**src/rtl/uart_tx_arbiter.sv**
```systemverilog
// Shares one UART transmitter between two byte requesters with per-byte round-robin.
// Latency: valid sampled in IDLE at edge k -> o_tx_start/ack in cycle k+1; >= 4 cycles + frame per byte.
// Backpressure: requesters hold valid until their ack pulse; the uart gates progress via i_tx_done or watchdog.
module uart_tx_arbiter #(
   parameter int NB_DATA  = 8,
   parameter int NB_TIMER = 20
) (
   input  logic               i_clk,
   input  logic               i_reset,
   input  logic               i_req0_valid,
   input  logic [NB_DATA-1:0] i_req0_data,
   output logic               o_req0_ack,
   input  logic               i_req1_valid,
   input  logic [NB_DATA-1:0] i_req1_data,
   output logic               o_req1_ack,
   input  logic               i_tx_done,
   output logic               o_tx_start,
   output logic [NB_DATA-1:0] o_tx_data,
   output logic               o_grant,
   output logic               o_busy,
   output logic               o_timeout
);

   typedef enum logic [1:0] {
      ST_IDLE      = 2'd0,
      ST_START     = 2'd1,
      ST_WAIT_DONE = 2'd2,
      ST_GAP       = 2'd3
   } state_t;

   localparam logic [NB_TIMER-1:0] TIMER_MAX = '1;
   localparam logic [NB_TIMER-1:0] TIMER_ONE = {{(NB_TIMER-1){1'b0}}, 1'b1};

   state_t               state_q,    state_d;
   logic [NB_TIMER-1:0]  timer_q,    timer_d;
   logic [NB_DATA-1:0]   tx_data_q,  tx_data_d;
   logic                 grant_q,    grant_d;
   logic                 tx_start_q, tx_start_d;
   logic                 ack0_q,     ack0_d;
   logic                 ack1_q,     ack1_d;
   logic                 timeout_q,  timeout_d;

   logic                 pick_vld;
   logic                 pick_idx;

   // Arbitration: a lone requester wins outright; on a tie the one not granted last time wins.
   always_comb begin
      pick_vld = i_req0_valid | i_req1_valid;
      pick_idx = 1'b0;
      if (i_req0_valid && i_req1_valid) begin
         pick_idx = ~grant_q;
      end else if (i_req1_valid) begin
         pick_idx = 1'b1;
      end
   end

   // Next-state and next-output logic; pulse outputs default low so they last exactly one cycle.
   always_comb begin
      state_d    = state_q;
      timer_d    = timer_q;
      tx_data_d  = tx_data_q;
      grant_d    = grant_q;
      tx_start_d = 1'b0;
      ack0_d     = 1'b0;
      ack1_d     = 1'b0;
      timeout_d  = 1'b0;

      case (state_q)
         ST_IDLE: begin
            if (pick_vld) begin
               // Latch the byte on the grant edge so a requester dropping valid early cannot corrupt it.
               state_d    = ST_START;
               grant_d    = pick_idx;
               tx_data_d  = pick_idx ? i_req1_data : i_req0_data;
               tx_start_d = 1'b1;
               ack0_d     = ~pick_idx;
               ack1_d     = pick_idx;
            end
         end

         ST_START: begin
            timer_d = '0;
            state_d = ST_WAIT_DONE;
         end

         ST_WAIT_DONE: begin
            // A completion in the same cycle the watchdog expires still counts as a clean finish.
            if (i_tx_done) begin
               state_d = ST_GAP;
            end else if (timer_q == TIMER_MAX) begin
               timeout_d = 1'b1;
               state_d   = ST_IDLE;
            end else begin
               timer_d = timer_q + TIMER_ONE;
            end
         end

         ST_GAP: begin
            // One idle guard cycle lets the uart settle before the next start pulse.
            state_d = ST_IDLE;
         end

         default: begin
            state_d = ST_IDLE;
         end
      endcase
   end

   // State and registered outputs; reset abandons any in-flight byte without pulsing start or ack.
   always_ff @(posedge i_clk) begin
      if (i_reset) begin
         state_q    <= ST_IDLE;
         timer_q    <= '0;
         tx_data_q  <= '0;
         grant_q    <= 1'b1;
         tx_start_q <= 1'b0;
         ack0_q     <= 1'b0;
         ack1_q     <= 1'b0;
         timeout_q  <= 1'b0;
      end else begin
         state_q    <= state_d;
         timer_q    <= timer_d;
         tx_data_q  <= tx_data_d;
         grant_q    <= grant_d;
         tx_start_q <= tx_start_d;
         ack0_q     <= ack0_d;
         ack1_q     <= ack1_d;
         timeout_q  <= timeout_d;
      end
   end

   assign o_tx_start = tx_start_q;
   assign o_req0_ack = ack0_q;
   assign o_req1_ack = ack1_q;
   assign o_tx_data  = tx_data_q;
   assign o_grant    = grant_q;
   assign o_timeout  = timeout_q;
   assign o_busy     = (state_q != ST_IDLE);

endmodule

```
**config.mk**
```make
export PLATFORM = sky130hd
export DESIGN_NAME = uart_tx_arbiter
export DESIGN_NICKNAME = d
export VERILOG_FILES = /design/src/rtl/uart_tx_arbiter.sv
export SDC_FILE = /design/constraint.sdc
export NUM_CORES = 1
export LEC_CHECK = 0
export CAP_MARGIN = 20
export CORE_MARGIN = 3
export CORE_UTILIZATION = 51
export DETAILED_ROUTE_END_ITERATION = 12
export GPL_ROUTABILITY_DRIVEN = 1
export PLACE_DENSITY = 0.79
export SLEW_MARGIN = 20
export SYNTH_ARGS = -nofsm -noshare
export SYNTH_HDL_FRONTEND = slang
export SYNTH_SLANG_ARGS = --single-unit
```
**constraint.sdc**
```tcl
create_clock -name i_clk -period 2.35 [get_ports i_clk]
set_input_delay 0.47 -clock i_clk [delete_from_list [all_inputs] [get_ports i_clk]]
set_output_delay 0.47 -clock i_clk [all_outputs]
set_load 0.01 [all_outputs]
```
==> results.cfg <==
[outcome]
outcome = completed

[timing]
rsz0062_at_grt = no
worst_slew_pin_slew_ps = 388
period_share = 0.898
setup_viol = 0
hold_violations = 0
slew_viol_final = 0
timing.final.crit_period_ps = 2110
clock.fmax_mhz = 474
skew_ps = 5.38
maxSlewHeadroom = 0.739
tns_ps = 0

[clocking]
ctsHoldBuffers = 0
cts_buffer_depth = 2
clk_pin_slew_ps = 100
clock_sinks = 35
cts-buffers-inserted = 5
cts_resized = 0
clock_latency_ps = 330
cts_tree = built
postCtsSetupBuffers = 0
cts_root_buf = clkbuf_4
cts_max_level = 2

[floorplan]
fp-row-count = 20
dieArea_um2 = 4240
core_um2 = 3200
die_y_um = 65.1
io_pins = 35
die_x_um = 65.1
start_util = 0.557

[placed_design]
hpwlAfterDp_um = 3040
dpl.cell_count = 277
gp_congestion = 0.862
port_buffers = 34

[power_and_ir_drop]
cellPowerDensity_nw_per_um2 = 561
p_clk_frac = 0.253
pwr-share-comb = 0.227
ir_drop_uv = 479
p_leak_nw = 0.762
p_sw_uw = 352
power_switching_share = 0.284
intPower_uw = 887
pwr-share-seq = 0.521

[layout]
num_antenna_cells = 0
final_cells = 285
seqCellArea_um2 = 701
final_cell_mix = dfxtp_1, clkdlybuf4s50_1, nor2_1, nand2_1, nand3_1
drive_above_1_share = 0.108
fillers = 285
area_growth_pct = 23.9
nets = 262
multi_input_area_um2 = 1020
final_common_cell = dfxtp_1

[detailed_routing]
viasPerCell = 5.87
wirelength_um = 4160
drc = 0
vias = 1672
drt_pass1_iterations = 5
wl_per_cell_um = 14.6
initialDrtViolationCount = 149
ant_nets = 0

[global_route]
grt_max_degree = 35
grt_pass1_vias = 1553
grt_pass1_wl_um = 7090
gr-total-overflow = 0
antenna_found_initial = 0
grtUsageTotal = 0.214

[logic_synthesis]
synth.net_count = 224
ys_seq_elements = 35
yosysSeqAreaShare = 0.393
synth_warnings = 0
avgSynthCellArea_um2 = 8.83
postSynthCellCount = 202
ys_types = 45
netlist_area_um2 = 1780

[worst_setup_path]
worst_setup_path_start_kind = register
rrSetupSlack_ps = 240
cp.required_ps = 2630
worstSetupPathType = register to register
crit_fanout = 9
cp_data_arrival_time_ps = 2390
end_kind = register

[hold_path]
min_path_type = register to register

[flow_run]
maxCapViolCount = 0
synthesized netlist by cell type, drive strengths merged:
| library cell | number | area (um2) |
|---|---|---|
| a31oi | 5 | 31.3 |
| nor4 | 2 | 42.5 |
| and4 | 3 | 28.8 |
| a21boi | 1 | 7.51 |
| or4 | 1 | 7.51 |
| nand4 | 3 | 18.8 |
| mux2i | 8 | 80.1 |
| or3 | 7 | 43.8 |
| o41ai | 3 | 26.3 |
| nor3 | 4 | 20.0 |
| a21o | 1 | 15.0 |
| or2 | 2 | 12.5 |
| nand3b | 6 | 45.0 |
| or2b | 1 | 8.76 |
| nor2 | 25 | 101 |
| inv | 2 | 7.51 |
| o211ai | 2 | 15.0 |
| and2 | 2 | 15.0 |
| nand3 | 15 | 97.6 |
| and2b | 1 | 8.76 |
| mux2 | 3 | 33.8 |
| dfxtp | 35 | 701 |
| a211oi | 10 | 75.1 |
| a21oi | 12 | 71.3 |
| o21ai | 9 | 45.0 |
| buf | 3 | 17.5 |
| o22ai | 2 | 12.5 |
| nand2 | 18 | 67.6 |
| nand2b | 3 | 26.3 |
| nand4b | 1 | 8.76 |
| ha | 1 | 12.5 |
| clkbuf | 5 | 38.8 |
| nor2b | 2 | 12.5 |
| xor2 | 1 | 8.76 |
| and3 | 3 | 18.8 |
per-stage QoR:
step | util | hold slack, ps | power (mW) | setup slack, ps | area [um2]
2_1_floorplan | - | 459 | 0.809 | 533 | 1780
3_3_place_gp | 0.674 | 466 | 0.932 | 327 | 2160
3_5_place_dp | 0.674 | 482 | 0.940 | 244 | 2160
4_1_cts | 0.690 | 496 | 1.25 | 248 | 2210
5_1_grt | 0.690 | 524 | 1.30 | 107 | 2210
6_report | 0.690 | 496 | 1.24 | 239 | 2210
logic make-up after synthesis:
family,Yosys count,share of synthesized area
and+or+nand+nor,99,0.328
AOI/OAI and AO/OA,45,0.168
DFF,35,0.393
muxes,11,0.0639
buffers and inverters,10,0.0358
xor gates and xnor gates,1,0.00491
adders and majority gates,1,0.00702
power groups by stage:
stage               combinational [mW]  sequential, mW  clock, mW
finish                           0.281           0.645      0.313
CTS                              0.283           0.645      0.317
global route                     0.307           0.649      0.347
global placement                 0.275           0.657          0
floorplan                        0.139           0.670          0
detailed placement               0.281           0.659          0
cell type report:
cell class,count,share of cell area
multi-input combinational,157,0.461
tap,44,0.0249
sequential,35,0.317
inverter,2,0.00340
clock buffer,7,0.0204
timing repair buffer,39,0.171
clock inverter,1,0.00227
critical path, cell delays in order, from the launching register on:
cell     delay [ps]
dfxtp_1         400
ha_1            280
nand3_4         160
nor4_4          440
a21oi_4         110
buf_4           180
nand3_1          90
mux2_1          320
nor2_1           70
routing by layer:
layer  GRT usage  part of all wire
met1       0.274              0.43
met5           0                 0
met3      0.0513             0.058
met2       0.352              0.51
met4      0.0751             0.011
path summary, 6_finish.rpt:
path / from / to / cells past startpoint
worst max-delay path: timer_q[0] / timer_q[8] / 8
worst min-delay path: timer_q[18] / timer_q[18] / 2
worst max register to register: timer_q[0] / timer_q[8] / 8
worst min register to register: timer_q[18] / timer_q[18] / 2
sequential cells by signal, indices dropped and copies added, names as in the netlist:
name and flops:
timer_q 20, o_tx_start 1, o_tx_data 8, o_req1_ack 1, state_q 2, o_grant 1
o_timeout 1, o_req0_ack 1
Power figures use the tool's default switching activity.
